$ cat src/rtl/line_raster.sv
// Bresenham line rasteriser: latches two endpoints on `set`, then emits one pixel per clock.
// Optional clipping of off-screen pixels is enabled by defining LINE_RASTER_CLIP_EN.
module line_raster #(
    parameter int X_WIDTH = 10,
    parameter int Y_WIDTH = 9,
    parameter int X_MAX   = 639,
    parameter int Y_MAX   = 479
) (
    input  logic               clk,
    input  logic               reset,
    input  logic [X_WIDTH-1:0] x0,
    input  logic [Y_WIDTH-1:0] y0,
    input  logic [X_WIDTH-1:0] x1,
    input  logic [Y_WIDTH-1:0] y1,
    input  logic               color_in,
    input  logic               set,
    output logic [X_WIDTH-1:0] x,
    output logic [Y_WIDTH-1:0] y,
    output logic               color,
    output logic               pixel_valid,
    output logic               busy,
    output logic               done
);

    localparam int W  = (X_WIDTH > Y_WIDTH) ? X_WIDTH : Y_WIDTH;
    localparam int EW = W + 2;

    typedef enum logic [1:0] {S_IDLE, S_INIT, S_DRAW, S_DONE} state_t;

    state_t state, state_next;

    logic [W-1:0] lx0, ly0, lx1, ly1;
    logic [W-1:0] major, minor, end_major, dx, dy;
    logic signed [EW-1:0] err;
    logic steep, ystep;

    // Setup arithmetic, evaluated from the latched endpoints while in S_INIT.
    logic [W-1:0] adx, ady;
    logic [W-1:0] p0_maj, p0_min, p1_maj, p1_min;
    logic [W-1:0] s_maj, s_min, e_maj, e_min;
    logic [W-1:0] dx_c, dy_c;
    logic         steep_c, swap_c;

    always_comb begin
        adx     = (lx1 >= lx0) ? lx1 - lx0 : lx0 - lx1;
        ady     = (ly1 >= ly0) ? ly1 - ly0 : ly0 - ly1;
        steep_c = ady > adx;
        p0_maj  = steep_c ? ly0 : lx0;
        p0_min  = steep_c ? lx0 : ly0;
        p1_maj  = steep_c ? ly1 : lx1;
        p1_min  = steep_c ? lx1 : ly1;
        swap_c  = p0_maj > p1_maj;
        s_maj   = swap_c ? p1_maj : p0_maj;
        s_min   = swap_c ? p1_min : p0_min;
        e_maj   = swap_c ? p0_maj : p1_maj;
        e_min   = swap_c ? p0_min : p1_min;
        dx_c    = e_maj - s_maj;
        dy_c    = (e_min >= s_min) ? e_min - s_min : s_min - e_min;
    end

    // A zero-slope line never steps its minor axis; only dx <= 1 would otherwise reach err >= 0.
    logic signed [EW-1:0] err_acc;
    logic                 step_minor;

    always_comb begin
        err_acc    = err + $signed({2'b00, dy});
        step_minor = (dy != '0) && !err_acc[EW-1];
    end

    logic visible;
`ifdef LINE_RASTER_CLIP_EN
    logic [W-1:0] px, py;
    always_comb begin
        px      = steep ? minor : major;
        py      = steep ? major : minor;
        visible = (int'(px) <= X_MAX) && (int'(py) <= Y_MAX);
    end
`else
    logic unused_limits;
    assign unused_limits = ^{X_MAX, Y_MAX};
    assign visible       = 1'b1;
`endif

    always_ff @(posedge clk or negedge reset) begin
        if (!reset) state <= S_IDLE;
        else        state <= state_next;
    end

    // NOTE: every path assigns state_next a default first, so no latch is inferred.
    always_comb begin
        state_next = state;
        case (state)
            S_IDLE:  if (set) state_next = S_INIT;
            S_INIT:  state_next = S_DRAW;
            S_DRAW:  if (major == end_major) state_next = S_DONE;
            S_DONE:  state_next = S_IDLE;
            default: state_next = S_IDLE;
        endcase
    end

    // NOTE: sequential state uses non-blocking assignments so all registers update together.
    always_ff @(posedge clk or negedge reset) begin
        if (!reset) begin
            lx0         <= '0;
            ly0         <= '0;
            lx1         <= '0;
            ly1         <= '0;
            major       <= '0;
            minor       <= '0;
            end_major   <= '0;
            dx          <= '0;
            dy          <= '0;
            err         <= '0;
            steep       <= 1'b0;
            ystep       <= 1'b0;
            x           <= '0;
            y           <= '0;
            color       <= 1'b0;
            pixel_valid <= 1'b0;
            busy        <= 1'b0;
            done        <= 1'b0;
        end else begin
            pixel_valid <= 1'b0;
            done        <= 1'b0;
            case (state)
                S_IDLE: begin
                    if (set) begin
                        lx0   <= W'(x0);
                        ly0   <= W'(y0);
                        lx1   <= W'(x1);
                        ly1   <= W'(y1);
                        color <= color_in;
                        busy  <= 1'b1;
                    end
                end
                S_INIT: begin
                    steep     <= steep_c;
                    major     <= s_maj;
                    minor     <= s_min;
                    end_major <= e_maj;
                    dx        <= dx_c;
                    dy        <= dy_c;
                    ystep     <= s_min < e_min;
                    err       <= -$signed({3'b000, dx_c[W-1:1]});
                end
                S_DRAW: begin
                    x           <= steep ? minor[X_WIDTH-1:0] : major[X_WIDTH-1:0];
                    y           <= steep ? major[Y_WIDTH-1:0] : minor[Y_WIDTH-1:0];
                    pixel_valid <= visible;
                    major       <= major + W'(1);
                    if (step_minor) begin
                        minor <= ystep ? minor + W'(1) : minor - W'(1);
                        err   <= err_acc - $signed({2'b00, dx});
                    end else begin
                        err   <= err_acc;
                    end
                end
                S_DONE: begin
                    done <= 1'b1;
                    busy <= 1'b0;
                end
                default: ;
            endcase
        end
    end

endmodule

$ cat config.mk
export PLATFORM = sky130hd
export DESIGN_NAME = line_raster
export DESIGN_NICKNAME = d
export VERILOG_FILES = /design/src/rtl/line_raster.sv
export SDC_FILE = /design/constraint.sdc
export NUM_CORES = 1
export LEC_CHECK = 0
export ABC_AREA = 1
export BUFFER_PORTS_ARGS = -buffer_cell sky130_fd_sc_hd__buf_2
export CAP_MARGIN = 0
export CORE_UTILIZATION = 56
export CTS_CLUSTER_SIZE = 28
export DETAILED_ROUTE_END_ITERATION = 12
export PLACE_DENSITY = 0.74
export SLEW_MARGIN = 20
export SYNTH_ARGS = -nofsm -noshare
export SYNTH_HDL_FRONTEND = slang
export SYNTH_SLANG_ARGS = --single-unit
$ cat constraint.sdc
create_clock -name clk -period 10.09 [get_ports clk]
set_input_delay 0.5045 -clock clk [delete_from_list [all_inputs] [get_ports clk]]
set_output_delay 0.5045 -clock clk [all_outputs]
set_load 0.01 [all_outputs]
### After elaboration in Yosys (flattened, before gate mapping)

Cells that the tools add are included.

| storage, ports and cells | value |
|---|---|
| output and inout port bits | 23 |
| bits in registers | 127 |
| word-level logic and storage cells | 81 |
| input bits | 42 |

| cells by class | value |
|---|---|
| equality and inequality tests | 7 |
| $lt $le $gt $ge | 6 |
| muxes and demuxes | 26 |
| reduce and logical (&&, ||, !) cells | 10 |
| add/sub/neg operators | 13 |

Operator list:

| kind | number |
|---|---|
| 10-bit 2-to-1 mux | 14 |
| 10-bit subtractor | 5 |
| 10-bit one-hot mux with 2 select lines | 2 |
| 12-bit one-hot mux with 2 select lines | 1 |
| 10-bit by 1-bit adder with 10-bit output (second input constant) | 2 |
| 10-bit >= comparator | 2 |
| 10-bit > comparator | 2 |
| 9-bit by 9-bit subtractor with 10-bit output | 2 |
| 12-bit by 11-bit adder with 12-bit output | 1 |
| 12-bit 2-to-1 mux | 1 |
| 9-bit negation with 12-bit output | 1 |
| 12-bit by 11-bit subtractor with 12-bit output | 1 |
| 10-bit equality test | 1 |
| 10-bit less-than comparator | 1 |
| 10-bit nonzero test | 1 |
| 10-bit by 1-bit subtractor with 10-bit output (second input constant) | 1 |
| 9-bit >= comparator | 1 |
| 9-bit 2-to-1 mux | 1 |
| 2-bit one-hot mux with 4 select lines | 1 |
| 2-bit AND reduction | 4 |
| 2-bit != test (second input constant) | 3 |
| 2-bit equality test (second input constant) | 2 |
| 2-bit 2-to-1 mux | 2 |
| 2-bit nonzero test | 2 |
| 6 further kinds | 8 |

### Depth between registers and ports, before layout

| logic depth | value |
|---|---|
| depth after elaboration | 9 |
| mapped depth | 61 |
| depth with buffers taken out | 53 |

### Worst setup path before layout

Ideal clock, no wire load.

| timing path | value |
|---|---|
| path kind | flip-flop to flip-flop |
| start | reg lx0[3] |
| end | reg dy[6] |
| required time | 9.956 ns |
| library setup time | 0.134 ns |
| clock period less this slack | 8.372 ns |
| data arrival time | 8.238 ns |
| cell stages (with the launch flop) | 57 |
| slack | 1.718 ns |
| buffers on the path | 10 |
| cells stage by stage | dfrtp_1 > inv_1 > ha_1 > nand2_1 > o21ai_0 > nand2_1 > nand2_1 > a221oi_1 > nor2_1 > nor2_1 > o21bai_1 > clkbuf_1 > a21oi_1 > a21oi_1 > xor2_1 > ha_1 > nand2_2 > inv_1 > [21 not listed] > clkbuf_1 > o21ai_0 > inv_1 > ha_1 > inv_1 > fa_1 > inv_1 > o21ai_0 > a41o_1 > a21oi_1 > nor2_1 > nor2_1 > o21a_1 > clkbuf_1 > o21ai_0 > o221ai_1 > xnor2_1 > o21ai_0 |

| on the way | value |
|---|---|
| word-level cells in the longest chain between the ends | 8 |
| elaborated cells between the ends (all ways) | 16 |
| classes of those cells | add/sub: 4; order compare: 4; mux: 8 |

RTL lines:

| item | line | RTL |
|---|---|---|
| start: declaration | 32 | `logic [W-1:0] lx0, ly0, lx1, ly1;` |
| start signal: assignment | 128 | `lx0 <= W'(x0);` |
| 10-bit subtractor or 10-bit >= comparator (tied branches) | 45 | `adx = (lx1 >= lx0) ? lx1 - lx0 : lx0 - lx1;` |
| 10-bit 2-to-1 mux | 45 |  |
| 10-bit > comparator | 47 | `steep_c = ady > adx;` |
| 10-bit 2-to-1 mux (on tied branches) | 48, 50 |  |
| 10-bit > comparator | 52 | `swap_c = p0_maj > p1_maj;` |
| 10-bit 2-to-1 mux (on tied branches) | 54, 56 |  |
| 10-bit subtractor or 10-bit >= comparator (tied branches) | 58 | `dy_c = (e_min >= s_min) ? e_min - s_min : s_min - e_min;` |
| 10-bit 2-to-1 mux * | 58 |  |
| end signal: assignment | 142 | `dy <= dy_c;` |
| end: declaration | 33 | `logic [W-1:0] major, minor, end_major, dx, dy;` |

Mark *: on every way between the ends. The rest lies on a longest branch, timed or not.
A chain may end at the register's enable or synchronous reset.

### Worst setup path after layout

| timing path | value |
|---|---|
| start | reg lx1[0] |
| end | reg dy[6] |

| on the way | value |
|---|---|
| word-level cells in the longest chain between the ends | 8 |
| elaborated cells between the ends (all ways) | 16 |
| classes of those cells | add/sub: 4; order compare: 4; mux: 8 |

RTL lines:

| item | line | RTL |
|---|---|---|
| start: declaration | 32 |  |
| start signal: assignment | 130 | `lx1 <= W'(x1);` |
| 10-bit subtractor or 10-bit >= comparator (tied branches) | 45 |  |
| 10-bit 2-to-1 mux | 45 |  |
| 10-bit > comparator | 47 |  |
| 10-bit 2-to-1 mux (on tied branches) | 48, 50 |  |
| 10-bit > comparator | 52 |  |
| 10-bit 2-to-1 mux (on tied branches) | 54, 56 |  |
| 10-bit subtractor or 10-bit >= comparator (tied branches) | 58 |  |
| 10-bit 2-to-1 mux * | 58 |  |

Marked as above.

==> impl_metrics.toml <==
[status]
outcome = "finished clean"

[logic_synthesis]
synth_compound_area_share_pct = 19.8
synth-simple-area-share_pct = 22.5
synth_area_um2 = 11100
syn_inst = 1559
yosys_warnings = 0
synth_flop_cell = "dfrtp_1"
synth_top_area_share_pct = 28.7
yosysMostFrequentCell = "nand2_1"
synth_area_leader_cell = "dfrtp_1"
synthXorXnorAreaFrac_pct = 4.50
yosys-top-cells-count = "nand2_1 (364), inv_1 (209), o21ai_0 (204)"
syn_nets = 1720
synth_edf_count = 0
synthTopCellsByArea = "dfrtp_1 (29%), ha_1 (12%), nand2_1 (12%)"
synth_top_family_by_area = "simple AND/OR/NAND/NOR gates"
ys_seq_area_share_pct = 28.7
ys_seq_elements = 127
synthAdderAreaFrac_pct = 14.1
avgSynthCellArea_um2 = 7.10
async_flop_share_pct = 100
muxShareOfSynthArea_pct = 0.542
ys_types = 49

[final_layout]
nets = 1752
fill_cells = 1858
fin_cells = 1869
seq_area_um2 = 3180
syn_to_final_growth_pct = 9.73
drive_above_1_share_pct = 10.1
multi_input_area_um2 = 6810
diodes = 0

[critical_path]
cp_common_cell = "o21ai_0"
critPathTopFamily = "compound AO/OA/AOI/OAI gates"
rr_startpoint = "lx1[0]$_DFFE_PN0P_"
critical_path.max_stage_delay_ps = 750
arrival_ps = 9610
crit_fanout = 76
start_kind = "flop"
startpoint = "lx1[0]$_DFFE_PN0P_"
worstPathRequired_ps = 10360
end_kind = "flop"
crit_type = "reg2reg"
cp_slowest_cell = "o21ai_0"
critPathBufInv = 6

[run]
drv_cap = 0

[sta]
hold_violations = 0
post-route-min-period_ps = 9340
rsz0062_at_grt = "false"
drv_slew = 0
setup_viol = 0
fin_skew_ps = 14.1
tightest_slew_ps = 1170
finalCritPeriodShare_pct = 92.6
slew_headroom_pct = 21.3
clock.fmax_ghz = 0.107
setup-tns-final_ps = 0

[floorplanning]
dieArea_um2 = 20300
core_area_um2 = 19400
io-pin-count = 65
die_w_um = 143
initial_utilization_pct = 57.1
num_rows = 51
die_h_um = 143

[cts]
htree_levels = 4
cts_buffer_depth = 2
cts_buffers = 17
cts.repair.resized = 0
hold_buffers = 0
numClockSinks = 127
cts_setup_buffers = 0
clkTransAtPathRegs_ps = 70
cts-root-buf = "clkbuf_16"
cts_tree = "done"
insertion_delay_ps = 440

[drt]
dr.pass1.iters = 6
remaining_drc_errors = 0
via_per_inst = 5.54
drt-wirelength-per-cell_um = 16.4
drt_iter0_drc = 847
wirelength_mm = 30.7
ant_nets = 0
vias = 10351

[pwr]
p_per_area_nw_per_um2 = 98.1
vdd_drop_max_mv = 0.108
power.leakage_nw = 6.46

[global_route]
grt_pass1_vias = 9681
antenna_found_initial = 0
overflow = 0
grt_pass1_wl_mm = 49.4
track_usage_pct = 31.6
grt_max_degree = 83

[placement]
dp.cells = 1837
gp_congestion = 0.889
post-dp-hpwl_mm = 23.7
port-buffer-count = 64

[worst_hold_path]
min_path_type = "in2async"
## layout make-up
cell class | instances | share of cell area, %
clock inverter | 14 | 1.47
clock buffer | 18 | 3.62
sequential | 127 | 26.2
tap | 265 | 2.73
multi-input combinational | 1155 | 56.1
inverter | 217 | 6.71
timing repair buffer | 73 | 3.24
## routing by layer
metal,vias to the layer above,track usage (%),wire (µm)
met5,-,0,0
met4,0,8.83,635
met3,43,5.42,1600
met2,326,51.6,14100
met1,4805,43.0,14400
li1,5177,-,-
## through the flow
stage	cell area (µm²)	total power [mW]	utilization, %	hold slack, ps	setup WS [ps]
6_report	12100	1.19	62.6	125	746
5_1_grt	12100	1.22	62.6	185	5.61
4_1_cts	12100	1.20	62.6	150	629
3_5_place_dp	11500	0.538	59.4	466	697
3_3_place_gp	11500	0.538	59.4	460	983
2_1_floorplan	11100	0.519	-	209	1720
## report_power, final
part	internal [mW]	switching, mW	total (mW)
Sequential	0.509	0	0.509
Clock	0.400	0.264	0.664
Combinational	0.00597	0.0127	0.0187
Total	0.915	0.277	1.19
## flip-flops by register name, indices dropped and copies added (netlist names), 2 cells and up
register	count
dy	10
dx	10
major	10
y	9
lx1	10
err	12
ly0	9
end_major	10
minor	10
ly1	9
x	10
lx0	10
state	2
## placed cells by master, fill, tap and decap left out, types with 7 or more instances in the layout
cell type,n
a21oi_1,108
ha_1,109
o21ai_1,8
o21ai_0,204
a31oi_1,15
nand4_1,7
o21bai_1,10
dfrtp_1,127
buf_2,63
nand3_2,7
xor2_1,41
nand2_2,17
buf_4,9
xnor2_1,14
fa_1,9
o211ai_1,17
clkbuf_16,17
inv_2,7
nand2_1,364
nand3_1,61
inv_1,208
nor2_1,92
## worst register-to-register path: cells and delay by family, from the launching register on
family / cells / cell delay, ps
AOI/OAI and AO/OA: 16 / 3780
xor gates and xnor gates: 2 / 290
adders and majority gates: 5 / 1620
buffers and inverters: 6 / 600
DFF: 1 / 400
muxes: 1 / 170
and+or+nand+nor: 16 / 2340
## kinds of logic (layout without fill, tap and decap cells)
logic type	Yosys count	after routing
and+or+nand+nor	574	574
AOI/OAI and AO/OA	400	400
DFF	127	127
xor gates and xnor gates	56	56
adders and majority gates	119	119
muxes	6	6
buffers and inverters	277	322
## path summary, 6_finish.rpt
check	slack, ps	end	cells after the start
hold reg to reg	480	y[7]$_DFFE_PN0P_	2
setup reg to reg	750	dy[6]$_DFFE_PN0P_	46
max in group asynchronous	8850	dy[1]$_DFFE_PN0P_	2
min in group clk	260	lx1[9]$_DFFE_PN0P_	3
setup / recovery	750	dy[6]$_DFFE_PN0P_	46
hold / removal	130	y[3]$_DFFE_PN0P_	1
(Power assumes the default switching activity.)
